--- src/rtl/prach_ditfft3_sched.sv ---
// Triplet scheduler ahead of the radix-3 DIT butterfly: buffers a gappy sample
// stream and releases gapless, frame-aligned x0/x1/x2 groups with error flags.
module prach_ditfft3_sched #(
    parameter int FRAME_LEN  = 1536,
    parameter int FIFO_DEPTH = 8
) (
    input  logic               clk,
    input  logic               rst,
    input  logic signed [17:0] din_dr,
    input  logic signed [17:0] din_di,
    input  logic               din_dv,
    input  logic               sync_in,
    input  logic               hold,
    input  logic               err_clr,
    output logic signed [17:0] dout_dr,
    output logic signed [17:0] dout_di,
    output logic               dout_dv,
    output logic               sync_out,
    output logic               busy,
    output logic               frame_err,
    output logic               ovf_err
);
    localparam int AW  = $clog2(FIFO_DEPTH);
    localparam int CW  = AW + 1;
    localparam int FCW = $clog2(FRAME_LEN + 1);
    localparam int EW  = 37;

    typedef enum logic [2:0] {ST_IDLE, ST_WAIT, ST_S0, ST_S1, ST_S2} state_t;

    state_t             state_q, state_d;
    logic [EW-1:0]      mem_q [FIFO_DEPTH];
    logic [AW-1:0]      rd_ptr_q, rd_ptr_d;
    logic [AW-1:0]      wr_ptr_q, wr_ptr_d;
    logic [CW-1:0]      count_q, count_d;
    logic [FCW-1:0]     fcnt_q, fcnt_d;
    logic signed [17:0] dout_dr_q, dout_dr_d;
    logic signed [17:0] dout_di_q, dout_di_d;
    logic               dout_dv_q, dout_dv_d;
    logic               sync_out_q, sync_out_d;
    logic               busy_q, busy_d;
    logic               frame_err_q, frame_err_d;
    logic               ovf_err_q, ovf_err_d;

    logic               wr_en;
    logic               ovf_set;
    logic               ferr_set;
    logic [1:0]         pop;
    logic [EW-1:0]      head;
    logic               tag1, tag2, tag3;

    // Entry layout is {sync tag, di, dr}; tags of the next three entries drive the look-ahead.
    assign head = mem_q[rd_ptr_q];
    assign tag1 = mem_q[rd_ptr_q + AW'(1)][EW-1];
    assign tag2 = mem_q[rd_ptr_q + AW'(2)][EW-1];
    assign tag3 = mem_q[rd_ptr_q + AW'(3)][EW-1];

    // Full check uses the count at cycle start; a same-cycle pop does not free a slot.
    assign wr_en   = din_dv && (count_q < CW'(FIFO_DEPTH));
    assign ovf_set = din_dv && !wr_en;

    always_comb begin
        state_d    = state_q;
        fcnt_d     = fcnt_q;
        busy_d     = busy_q;
        dout_dr_d  = dout_dr_q;
        dout_di_d  = dout_di_q;
        dout_dv_d  = 1'b0;
        sync_out_d = 1'b0;
        pop        = 2'd0;
        ferr_set   = 1'b0;

        case (state_q)
            ST_IDLE: begin
                if (count_q != '0) begin
                    if (head[EW-1]) begin
                        fcnt_d  = '0;
                        busy_d  = 1'b1;
                        state_d = ST_WAIT;
                    end else begin
                        pop = 2'd1;
                    end
                end
            end
            ST_WAIT: begin
                if (count_q >= CW'(3) && !hold) begin
                    if (tag1 || tag2) begin
                        pop      = tag1 ? 2'd1 : 2'd2;
                        ferr_set = 1'b1;
                        fcnt_d   = '0;
                    end else begin
                        if (head[EW-1] && fcnt_q != '0) begin
                            ferr_set = 1'b1;
                            fcnt_d   = '0;
                        end
                        state_d = ST_S0;
                    end
                end
            end
            ST_S0, ST_S1, ST_S2: begin
                pop        = 2'd1;
                dout_dr_d  = $signed(head[17:0]);
                dout_di_d  = $signed(head[35:18]);
                dout_dv_d  = 1'b1;
                sync_out_d = (state_q == ST_S0) && (fcnt_q == '0);
                fcnt_d     = fcnt_q + FCW'(1);
                if (state_q == ST_S0) begin
                    state_d = ST_S1;
                end else if (state_q == ST_S1) begin
                    state_d = ST_S2;
                end else if (fcnt_q + FCW'(1) == FCW'(FRAME_LEN)) begin
                    busy_d  = 1'b0;
                    state_d = ST_IDLE;
                end else if (count_q >= CW'(4) && !hold && !tag1 && !tag2 && !tag3) begin
                    // Next triplet already clean and complete behind the entry popped now.
                    state_d = ST_S0;
                end else begin
                    state_d = ST_WAIT;
                end
            end
            default: state_d = ST_IDLE;
        endcase

        rd_ptr_d    = rd_ptr_q + AW'(pop);
        wr_ptr_d    = wr_ptr_q + AW'(wr_en);
        count_d     = count_q + CW'(wr_en) - CW'(pop);
        frame_err_d = ferr_set | (frame_err_q & ~err_clr);
        ovf_err_d   = ovf_set | (ovf_err_q & ~err_clr);
    end

    always_ff @(posedge clk) begin
        if (wr_en) begin
            mem_q[wr_ptr_q] <= {sync_in, din_di, din_dr};
        end
    end

    always_ff @(posedge clk) begin
        if (rst) begin
            state_q     <= ST_IDLE;
            rd_ptr_q    <= '0;
            wr_ptr_q    <= '0;
            count_q     <= '0;
            fcnt_q      <= '0;
            dout_dr_q   <= '0;
            dout_di_q   <= '0;
            dout_dv_q   <= 1'b0;
            sync_out_q  <= 1'b0;
            busy_q      <= 1'b0;
            frame_err_q <= 1'b0;
            ovf_err_q   <= 1'b0;
        end else begin
            state_q     <= state_d;
            rd_ptr_q    <= rd_ptr_d;
            wr_ptr_q    <= wr_ptr_d;
            count_q     <= count_d;
            fcnt_q      <= fcnt_d;
            dout_dr_q   <= dout_dr_d;
            dout_di_q   <= dout_di_d;
            dout_dv_q   <= dout_dv_d;
            sync_out_q  <= sync_out_d;
            busy_q      <= busy_d;
            frame_err_q <= frame_err_d;
            ovf_err_q   <= ovf_err_d;
        end
    end

    assign dout_dr   = dout_dr_q;
    assign dout_di   = dout_di_q;
    assign dout_dv   = dout_dv_q;
    assign sync_out  = sync_out_q;
    assign busy      = busy_q;
    assign frame_err = frame_err_q;
    assign ovf_err   = ovf_err_q;

endmodule

--- config.mk ---
export PLATFORM = sky130hd
export DESIGN_NAME = prach_ditfft3_sched
export DESIGN_NICKNAME = d
export VERILOG_FILES = /design/src/rtl/prach_ditfft3_sched.sv
export SDC_FILE = /design/constraint.sdc
export NUM_CORES = 1
export LEC_CHECK = 0
export CORE_UTILIZATION = 49
export CTS_CLUSTER_SIZE = 24
export DETAILED_ROUTE_END_ITERATION = 16
export PLACE_DENSITY_LB_ADDON = 0.12
export SLEW_MARGIN = 0
export SYNTH_ARGS = -nofsm -noshare
export SYNTH_HDL_FRONTEND = slang
export SYNTH_SLANG_ARGS = --single-unit
--- constraint.sdc ---
create_clock -name clk -period 4.75 [get_ports clk]
set_input_delay 0.7125 -clock clk [delete_from_list [all_inputs] [get_ports clk]]
set_output_delay 0.7125 -clock clk [all_outputs]
set_load 0.005 [all_outputs]
Yosys cells after proc, flatten, opt, wreduce, memory -nomap -nowiden

Memory sizes are Yosys's and may differ from the RTL's. A register that Yosys moved wholly into a read port is not among the register bits.
Index checks and enable logic that the tools add are counted.

Bitwise operators: 6
Equality and inequality tests: 13
Add/subtract/negate cells: 8
Order comparisons: 3
Shifts and indexed selects: 0
Reduce and logical (&&, ||, !) cells: 26
Mux-type cells: 35
Multiply operators: 0
Divide/modulo/power cells: 0

Operator list:

| operator                                             | count |
|---|---|
| two-way mux 11 bit                                   | 5 |
| case mux 11 bit (3 select lines)                     | 1 |
| two-way mux 3 bit                                    | 7 |
| two-way mux 1 bit                                    | 14 |
| inequality test 2 bit (second input constant)        | 7 |
| adder 11 x 1 -> 11 bit (second input constant)       | 1 |
| equality test 11 bit (second input constant)         | 1 |
| logical NOT 11 bit                                   | 1 |
| nonzero test 11 bit                                  | 1 |
| two-way mux 2 bit                                    | 5 |
| logical AND 1 bit                                    | 9 |
| case mux 3 bit (3 select lines)                      | 1 |
| adder 3 x 2 -> 3 bit (second input constant)         | 2 |
| equality test 3 x 2 -> 1 bit (second input constant) | 2 |
| case mux 2 bit (3 select lines)                      | 1 |
| AND reduction 6 bit                                  | 1 |
| logical NOT 1 bit                                    | 5 |
| AND reduction 5 bit                                  | 1 |
| adder 4 x 1 -> 4 bit                                 | 1 |
| >= comparator 4 x 2 -> 1 bit (second input constant) | 1 |
| >= comparator 4 x 3 -> 1 bit (second input constant) | 1 |
| < comparator 4 bit (second input constant)           | 1 |
| AND reduction 4 bit                                  | 1 |
| nonzero test 4 bit                                   | 1 |
| other kinds (17)                                     | 20 |

ROM bits: 0
Logic and storage cells: 104
Bits of input ports: 42
Memories: 1
RAM bits: 296
Output and inout port bits: 41
Bits in registers: 65
Latch bits: 0

Memory list:

| memory | depth | width | rd ports | clocked after memory_dff | write ports | RTL line | source |
|---|---|---|---|---|---|---|---|
| mem_q  | 8     | 37    | 4        | 1                        | 1           | 31       | `logic [EW-1:0] mem_q [FIFO_DEPTH];` |

Logic depth before layout (Yosys ltp)

Gate-level depths: netlist of run 1.
An unclocked memory read counts as a cell.

Depth after elaboration: 11
Mapped depth: 15
Gate-level depth less buffers: 12

Least setup slack after synthesis of run 1

OpenSTA, ideal clock, no wires.

Kind: input to register
From: input din_dv
To: memory mem_q[0][0] (enable)
Setup slack: 662 ps
Required time: 4,273 ps
Buffers on the path: 0
Stages on the path: 3
Setup time: 477 ps
Arrival: 3,610 ps
Cell sequence: nor2b_1 > nand2b_1 > nor3_1

Longest elaborated chain between the ends: 3

RTL lines:

| item                                    | RTL line | source |
|---|---|---|
| from (decl)                             | 11       | `input logic din_dv,` |
| logical AND 1 bit                       | 58       | `assign wr_en = din_dv && (count_q < CW'(FIFO_DEPTH));` |
| two-way mux 1 bit                       | 131      | `if (wr_en) begin` |
| two-way mux 1 bit (implied by the code) | 132      | `mem_q[wr_ptr_q] <= {sync_in, din_di, din_dr};` |
| to (decl)                               | 31       |  |

Every way passes these cells.

Worst setup path after layout of run 1

From: register rd_ptr_q[0]
To: register count_q[2]

Longest elaborated chain between the ends: 7
Elaborated cells on any way between the ends: 9
Classes of those cells: add/sub (3); mux (4); reduce/logical (1); memory (1)

RTL lines:

| item                                                                | RTL line | source |
|---|---|---|
| from (decl)                                                         | 32       | `logic [AW-1:0] rd_ptr_q, rd_ptr_d;` |
| from (signal assigned)                                              | 152      | `rd_ptr_q <= rd_ptr_d;` |
| adder 3 x 1 -> 3 bit / adder 3 x 2 -> 3 bit (equally long branches) | 53, 54   |  |
| memory read (8 x 37 bit) (*)                                        | n/a      |  |
| two-way mux 2 bit / logical OR 1 bit (equally long branches)        | 87, 86   |  |
| two-way mux 2 bit (*)                                               | 86       | `if (tag1 \|\| tag2) begin` |
| two-way mux 2 bit (*)                                               | 85       | `if (count_q >= CW'(3) && !hold) begin` |
| case mux 2 bit (3 select lines) (*)                                 | 72       | `case (state_q)` |
| subtractor 4 x 2 -> 4 bit (*)                                       | 125      | `count_d = count_q + CW'(wr_en) - CW'(pop);` |
| to (signal assigned)                                                | 154      | `count_q <= count_d;` |
| to (decl)                                                           | 34       | `logic [CW-1:0] count_q, count_d;` |

Mark *: on every way between the ends. The rest lies on a longest branch, timed or not.
A chain may end at the register's enable or synchronous reset.

==> flow_summary.json, run 1 <==
{
  "wire_per_inst_um": 21.7,
  "cp.depth": 13,
  "skew_ps": 13.3,
  "worst_slack_ps": 1290,
  "drtAntennaViolNets": 0,
  "synth_seq_cells": 361,
  "cp_slowest_cell": "dfxtp_4",
  "seqPwrFrac": 0.448,
  "rsz0062_at_grt": "false",
  "core_mm2": 0.0281,
  "p_int_mw": 6.42,
  "path_class": "reg2reg",
  "clkTransAtPathRegs_ps": 60,
  "min_period_ps": 3460,
  "worstPathRequired_ps": 5100,
  "p_sw_frac": 0.258,
  "drcViolationCount": 0,
  "synth_edf_count": 296,
  "netlist_area_mm2": 0.0141,
  "vias": 7648,
  "grt_max_degree": 76,
  "clk_latency_ps": 520,
  "switchingPower_mw": 2.24,
  "die_w_um": 172,
  "synth_compound_area_frac": 0.0469,
  "start_util": 0.503,
  "synthAdderAreaFrac": 0.0152,
  "worstMarginPinSlew_ps": 1130,
  "whs_path_depth": 2,
  "io_buffers": 82,
  "rows": 61,
  "crit_chain": "buf_4 > nand2b_1 > o22ai_1 > a311oi_1 > buf_4 > o221ai_1 > ha_1 > inv_1 > ha_1 > inv_1 > fa_1 > xor2_1 > nor2_1",
  "h-tree-depth": 2,
  "io_pins": 83,
  "slew_headroom": 0.250,
  "hold_buffers": 0,
  "crit_family": "adder cells",
  "antenna_found_initial": 1,
  "ys_seq_area_frac": 0.722,
  "synthArstFlopShare": 0,
  "ctsResizeCount": 0,
  "synth_xor_area_frac": 0.00434,
  "cp.arrival_ps": 3810,
  "peakVddDrop_mv": 0.304,
  "cts_setup_buffers": 0,
  "finalCritPeriodShare": 0.728,
  "hold_viol_final": 0,
  "hp-start": "busy",
  "min_path_type": "reg2reg",
  "drv_cap": 0,
  "yosysWarnings": 0,
  "pre_cts_ws_ps": 1280,
  "synth.area.mux_share": 0.130,
  "crit_path_start_kind": "flip-flop",
  "cts_buffers": 37,
  "syn_to_final_growth_pct": 18.5,
  "tns_ps": 0,
  "synthTopCellsByArea": "edfxtp_1 (63%), mux4_2 (12%), dfxtp_1 (9.2%)",
  "synthFlopType": "edfxtp_1",
  "synthSimpleGateAreaFrac": 0.0635,
  "synth_top_area_cell": "edfxtp_1",
  "drt_iter0_drc": 621,
  "status": "complete, no violations",
  "clockRootBuffer": "clkbuf_16",
  "setup_viol": 0,
  "routed_wl_mm": 28.6,
  "synth_top_area_frac": 0.630,
  "cts_tree": "yes",
  "power_density_mw_per_mm2": 518,
  "power_frac_comb": 0.199,
  "die_area_mm2": 0.0295,
  "clock_path_buffers": 3,
  "grt_pass1_wl_mm": 44.5,
  "r2r-start": "rd_ptr_q[0]",
  "reg2regPathDepth": 13,
  "final_nets": 971,
  "min_to": "busy",
  "grt_overflow": 0,
  "drive_gt1_frac": 0.192,
  "fillers": 2114,
  "slowest_delay_ps": 660,
  "vias_per_cell": 5.79,
  "dr.pass1.iters": 5,
  "p_leak_nw": 5.30,
  "cp_max_fo": 27,
  "numClockSinks": 361,
  "syn_inst": 821,
  "synthesis.nets": 879,
  "dp_hpwl_mm": 17.2,
  "die-height_um": 172,
  "p_clk_frac": 0.353,
  "path_buf_inv": 4,
  "gp_congestion": 0.858,
  "startpoint": "rd_ptr_q[0]",
  "r2r_end": "count_q[2]",
  "endpoint_kind": "flip-flop",
  "diodes": 0,
  "ys_types": 52,
  "syn_area_per_cell_um2": 17.2,
  "synth_top_family_by_area": "multiplexers",
  "rrSetupSlack_ps": 1290,
  "globalRouteTotalUtil": 0.202,
  "maxSlewViolCount": 0,
  "grt_pass1_vias": 7897,
  "fmax_mhz": 289
}
-- metal layers --
metal / track usage / up-vias / part of all wire
met2: 0.337 / 202 / 0.50
li1: - / 3434 / -
met3: 0.0393 / 46 / 0.051
met5: 0 / - / 0.00045
met1: 0.270 / 3964 / 0.43
met4: 0.0573 / 2 / 0.020
-- state kept, by name, indices dropped and copies added, names as in the netlist --
register / count
busy: 1
count_q: 4
dout_di: 18
dout_dr: 18
dout_dv: 1
fcnt_q: 11
frame_err: 1
mem_q: 296
ovf_err: 1
rd_ptr_q: 3
state_q: 3
sync_out: 1
wr_ptr_q: 3
-- worst max-delay path by stage --
stage	to
3_3_place_gp	count_q[3]
5_1_grt	count_q[3]
3_5_place_dp	count_q[3]
2_1_floorplan	mem_q[0][0]
6_report	count_q[2]
4_1_cts	count_q[3]
-- worst min-delay path, cell delays in order, from the launching register on --
cell	delay (ps)
dfxtp_1	310
o21ai_0	70
a21oi_1	60
-- cell usage after synthesis (all sizes together) (2+ instances only) --
cell type / number
clkbuf: 33
and3: 2
a311oi: 38
nand2: 86
mux2i: 5
xor2: 2
nor4: 4
nand2b: 8
a21o: 3
nand3: 7
mux2: 4
xnor2: 5
nor2b: 6
fa: 2
edfxtp: 296
nor3: 20
o221ai: 2
o21ai: 13
inv: 15
a2111oi: 2
a21oi: 15
dfxtp: 65
buf: 14
o21a: 2
or4: 2
o31ai: 2
ha: 14
a31oi: 4
nor2: 59
mux4: 77
nand4: 3
-- cells by family (layout without fill, tap and decap cells) --
kind of cell / count (synthesis) / count (layout)
compound gates: 86 / 86
xor+xnor: 7 / 7
fa+ha+maj: 16 / 16
buf+inv: 62 / 183
flops: 361 / 361
mux: 86 / 86
simple gates: 203 / 203
-- final cells by class --
type                            instances  area [um2]  area share
Multi-Input combinational cell        398        3730       0.223
Clock inverter                         24         305      0.0183
Tap cell                              378         473      0.0283
Inverter                               15        56.3     0.00337
Sequential cell                       361       10200       0.610
Timing Repair Buffer                  100         951      0.0569
Clock buffer                           44        1000      0.0601
-- per-stage QoR --
stage	area, um2	util	instances	total power, mW	hold WS (ps)
final	16700	0.595	1320	8.66	483
after floorplan	14100	-	821	5.06	470
after CTS	16700	0.595	1320	8.75	480
after global routing	16700	0.595	1320	9.04	507
after global placement	15400	0.549	1252	5.63	476
after detailed placement	15400	0.549	1252	5.68	472
-- power by group through the flow --
stage / Sequential [mW] / Clock [mW] / Combinational, mW
5_1_grt: 3.91 / 3.24 / 1.90
2_1_floorplan: 3.85 / 0 / 1.21
3_3_place_gp: 3.92 / 0 / 1.71
4_1_cts: 3.88 / 3.12 / 1.75
6_report: 3.87 / 3.06 / 1.72
3_5_place_dp: 3.94 / 0 / 1.75
-- cell usage in the layout, fill, tap and decap left out, types with 5 or more instances in the layout --
cell	n
bufinv_16	7
nor3_1	18
mux2i_1	5
xnor2_1	5
dfxtp_1	62
clkdlybuf4s50_1	81
clkinv_2	8
clkbuf_16	39
a21oi_1	15
inv_1	14
nand3_1	7
nand2b_1	7
edfxtp_1	296
nor2b_1	6
o21ai_0	10
nor2_1	52
mux4_2	77
buf_4	18
nor2_4	6
nand2_1	86
a311oi_1	37
ha_1	14
No activity file was read; power rests on OpenSTA's default activity.
==> run 2: changes to the inputs <==
==> constraint.sdc (replaced) <==
create_clock -name clk -period 3.5 [get_ports clk]
set_input_delay 0.525 -clock clk [delete_from_list [all_inputs] [get_ports clk]]
set_output_delay 0.525 -clock clk [all_outputs]
set_load 0.005 [all_outputs]
==> run 2 against run 1 <==
First-iteration DRC count up 12%. Clock power up 25%. Die area unchanged. Worst hold slack better by 6.0 ps. Routed wire length up 4.0%. Count of clock-buffer cells in the layout up 6. Sequential share of layout area down 0.096 points. Non-clock buffer count up 14. Combinational power up 40%. Flip-flop and latch count unchanged. Maximum frequency up 11%. Core utilization up 0.094 points. Largest cell class unchanged.
==> flow_summary.json, run 2 (same netlist as run 1, synthesis figures left out) <==
{
  "crit_family": "adder cells",
  "grt_overflow": 0,
  "numClockSinks": 361,
  "drv_cap": 0,
  "final_cells": 1334,
  "layout_common_cells": "edfxtp_1 (296), nand2_1 (86), clkdlybuf4s50_1 (81)",
  "grt_pass1_wl_mm": 46.3,
  "routed_wl_mm": 29.7,
  "final_nets": 986,
  "start_util": 0.503,
  "clkTransAtPathRegs_ps": 60,
  "path_buf_inv": 1,
  "cts_tree": "yes",
  "cp_slowest_cell": "mux4_2",
  "globalRouteTotalUtil": 0.213,
  "clk_latency_ps": 520,
  "status": "complete, no violations",
  "clockRootBuffer": "clkbuf_16",
  "dp_hpwl_mm": 17.5,
  "slowest_delay_ps": 610,
  "crit_chain": "ha_1 > xnor2_1 > mux4_2 > o221ai_1 > ha_1 > inv_1 > ha_1 > a21o_1 > a21oi_1 > xnor2_1 > nor2_1",
  "peakVddDrop_mv": 0.420,
  "drive_gt1_frac": 0.195,
  "antenna_found_initial": 0,
  "io_buffers": 82,
  "crit_path_start_kind": "flip-flop",
  "finalCritPeriodShare": 0.886,
  "hold_buffers": 0,
  "ctsResizeCount": 0,
  "p_leak_nw": 5.31,
  "grt_max_degree": 57,
  "regArea_mm2": 0.0102,
  "cts_buffers": 38,
  "maxSlewViolCount": 0,
  "wl_met3_mm": 1.42,
  "multi_input_area_mm2": 0.00375,
  "placed_cells": 1266,
  "wire_per_inst_um": 22.3,
  "vias_per_cell": 5.72,
  "endpoint_kind": "flip-flop",
  "h-tree-depth": 2,
  "dr.pass1.iters": 5,
  "fillers": 2152,
  "fmax_mhz": 322,
  "cp.arrival_ps": 3470,
  "setup_viol": 0,
  "grt_pass1_vias": 7954,
  "syn_to_final_growth_pct": 18.6,
  "drt_iter0_drc": 696,
  "drcViolationCount": 0,
  "final_common_cell": "edfxtp_1",
  "tns_ps": 0,
  "rows": 61,
  "drt-met1-wl_mm": 13.0,
  "cpMostUsedCell": "ha_1",
  "cp_max_fo": 19,
  "io_pins": 83,
  "slew_headroom": 0.434,
  "largest_register": "mem_q",
  "routed.top_layer": "met4",
  "vias": 7636,
  "min_path_type": "reg2reg",
  "met2_length_mm": 14.8,
  "path_class": "reg2reg",
  "core_mm2": 0.0281,
  "largest_reg_flops": 296,
  "die_w_um": 172,
  "gp_congestion": 0.800,
  "rsz0062_at_grt": "false",
  "cts_setup_buffers": 0,
  "worstMarginPinSlew_ps": 849,
  "drtAntennaViolNets": 0,
  "worstPathRequired_ps": 3870,
  "hold_viol_final": 0,
  "die-height_um": 172,
  "power_density_mw_per_mm2": 684,
  "die_area_mm2": 0.0295,
  "min_period_ps": 3100,
  "clock_path_buffers": 3,
  "skew_ps": 24.7,
  "utilization": 0.596
}
-- run 2: layout make-up --
type,count,share of cell area
well taps,378,0.0282
multi-input cells,398,0.224
clock inverters,17,0.0105
repair buffers,114,0.0645
diodes,1,0.000149
clock buffers,50,0.0607
flip-flops and latches,361,0.609
inverters,15,0.00336
-- run 2: metrics by stage --
stage / hold WS (ps) / cell area, um2 / power, mW / setup WS [ps]
floorplan: 470 / 14100 / 6.87 / 47.3
global placement: 478 / 15600 / 7.68 / 541
detailed placement: 484 / 15600 / 7.75 / 433
CTS: 486 / 16700 / 11.6 / 421
global route: 521 / 16700 / 12.0 / 162
finish: 489 / 16700 / 11.5 / 398
-- run 2: tightest hold or removal path: cells and delay by family, from the launching register on --
kind	cells	cell delay, ps
AND/OR/NAND/NOR	1	70
flip-flops	1	330
AO/OA/AOI/OAI	1	60
-- run 2: report_power, final --
part / total (mW) / switching (mW) / internal [mW]
Sequential: 5.23 / 0.214 / 5.01
Combinational: 2.40 / 1.26 / 1.14
Clock: 3.83 / 1.56 / 2.27
Total: 11.5 / 3.03 / 8.42
-- run 2: final timing paths --
| kind | startpoint | to | slack (ps) | depth (start not counted) |
|---|---|---|---|---|
| max | rd_ptr_q[0] | count_q[3] | 400 | 11 |
| min | frame_err | frame_err | 490 | 2 |
| max reg2reg | rd_ptr_q[0] | count_q[3] | 400 | 11 |
| min reg2reg | frame_err | frame_err | 490 | 2 |
-- run 2: routing by layer --
metal,up-vias,GRT usage
met5,-,0
met4,0,0.0596
met3,44,0.0368
met2,174,0.356
met1,3965,0.289
li1,3453,-
==> run 3: changes to the inputs <==
--- a/config.mk
+++ b/config.mk
@@ -5,7 +5,8 @@
 export SDC_FILE = /design/constraint.sdc
 export NUM_CORES = 1
 export LEC_CHECK = 0
-export CORE_UTILIZATION = 49
+export CORE_UTILIZATION = 55
+export CTS_BUF_LIST = sky130_fd_sc_hd__clkbuf_4 sky130_fd_sc_hd__clkbuf_8 sky130_fd_sc_hd__clkbuf_16
 export CTS_CLUSTER_SIZE = 24
 export DETAILED_ROUTE_END_ITERATION = 16
 export PLACE_DENSITY_LB_ADDON = 0.12
==> run 3 against run 2 <==
Sequential power about the same. Clock power increased by 9.7%. Maximum frequency decreased by 0.27%. Global-route usage increased by 1.5 points. Largest cell class unchanged. Core utilization increased by 7.1 points. Setup slack got worse by 8.4 ps. Cell area increased by 0.26%. Routed wire length decreased by 4.1%.
==> flow_summary.json, run 3 (same netlist as run 1, synthesis figures left out) <==
{
  "cts_buffers": 36,
  "antenna_found_initial": 0,
  "largest_reg_flops": 296,
  "numClockSinks": 361,
  "tns_ps": 0,
  "cp.arrival_ps": 3480,
  "rows": 58,
  "h-tree-depth": 2,
  "peakVddDrop_mv": 0.620,
  "dr.pass1.iters": 7,
  "clockRootBuffer": "clkbuf_16",
  "power_density_mw_per_mm2": 705,
  "drt_iter0_drc": 915,
  "cts_tree": "yes",
  "power_mw": 11.8,
  "drcViolationCount": 0,
  "grt_max_degree": 42,
  "io_buffers": 82,
  "hold_buffers": 0,
  "crit_path_start_kind": "flip-flop",
  "endpoint_kind": "flip-flop",
  "wire_per_inst_um": 22.3,
  "rrSetupSlack_ps": 390,
  "clk_latency_ps": 520,
  "utilization": 0.667,
  "grt_overflow": 0,
  "min_period_ps": 3110,
  "setup_viol": 0,
  "worst_slack_ps": 390,
  "min_path_type": "reg2reg",
  "vias_per_cell": 5.97,
  "dp_hpwl_mm": 16.3,
  "final_common_cell": "edfxtp_1",
  "gp_congestion": 0.756,
  "reg2regPathDepth": 10,
  "hold_slack_ps": 486,
  "start_util": 0.561,
  "globalRouteTotalUtil": 0.227,
  "grt_pass1_wl_mm": 44.7,
  "skew_ps": 14.6,
  "grt_pass1_vias": 7919,
  "cp_max_fo": 41,
  "worstMarginPinSlew_ps": 873,
  "fmax_mhz": 322,
  "drtAntennaViolNets": 0,
  "hold_viol_final": 0,
  "clock_path_buffers": 3,
  "die_area_mm2": 0.0263,
  "io_pins": 83,
  "layout_common_cells": "edfxtp_1 (296), nand2_1 (86), clkdlybuf4s50_1 (81)",
  "r2r-start": "rd_ptr_q[2]",
  "fillers": 1639,
  "hp-start": "busy",
  "worstPathRequired_ps": 3870,
  "vias": 7621,
  "maxSlewViolCount": 0,
  "status": "complete, no violations",
  "finalCritPeriodShare": 0.889,
  "die-height_um": 162,
  "ctsResizeCount": 0,
  "die_w_um": 162,
  "final_nets": 978,
  "core_mm2": 0.0252,
  "min_to": "busy",
  "largest_register": "mem_q",
  "drv_cap": 0,
  "path_class": "reg2reg",
  "whs_path_depth": 2,
  "rsz0062_at_grt": "false",
  "pre_cts_ws_ps": 353,
  "syn_to_final_growth_pct": 18.9,
  "p_leak_nw": 5.36,
  "r2r_end": "count_q[2]",
  "diodes": 0,
  "slew_headroom": 0.416,
  "cts_setup_buffers": 0,
  "drive_gt1_frac": 0.204,
  "routed_wl_mm": 28.5,
  "clkTransAtPathRegs_ps": 60
}
==> run 3: final cells by class <==
type,instances,area [um2],area share
clock inverters,22,340,0.0203
inverters,15,56.3,0.00335
repair buffers,108,1060,0.0632
multi-input cells,398,3750,0.223
clock buffers,43,977,0.0582
flip-flops and latches,361,10200,0.607
well taps,330,413,0.0246
==> run 3: critical path: stages (launching register included) <==
cell and delay (ps):
dfxtp_4 750, xnor2_1 220, mux4_2 590, o221ai_1 280
ha_1 280, inv_1 60, ha_1 160, inv_1 60
fa_1 370, xor2_1 130, nor2_1 50
==> run 3: where the power goes <==
group          switching, mW  internal [mW]  total (mW)
logic                   1.26           1.16        2.42
clock network           1.59           2.61        4.20
registers              0.205           5.01        5.22
==> run 3: how the worst max path moves through the flow <==
| stage | start | endpoint | slack, ps | cells past startpoint |
|---|---|---|---|---|
| floorplan | rd_ptr_q[0] | count_q[2] | 50 | 15 |
| global placement | rd_ptr_q[2] | count_q[3] | 440 | 10 |
| detailed placement | rd_ptr_q[2] | count_q[2] | 350 | 10 |
| CTS | rd_ptr_q[2] | count_q[2] | 330 | 10 |
| global route | rd_ptr_q[2] | count_q[3] | 100 | 10 |
| finish | rd_ptr_q[2] | count_q[2] | 390 | 10 |
==> run 3: layer usage <==
layer	wire [um]	vias up	GRT usage
li1	-	3443	-
met1	12000	3874	0.309
met2	14400	254	0.389
met3	1580	50	0.0322
met4	509	0	0.0596
met5	0	-	0
==> run 3: stage by stage <==
stage          instance area [um2]  std cells
6_report                     16800       1277
5_1_grt                      16800       1277
4_1_cts                      16800       1277
3_5_place_dp                 15500       1212
3_3_place_gp                 15500       1212
2_1_floorplan                14100        821
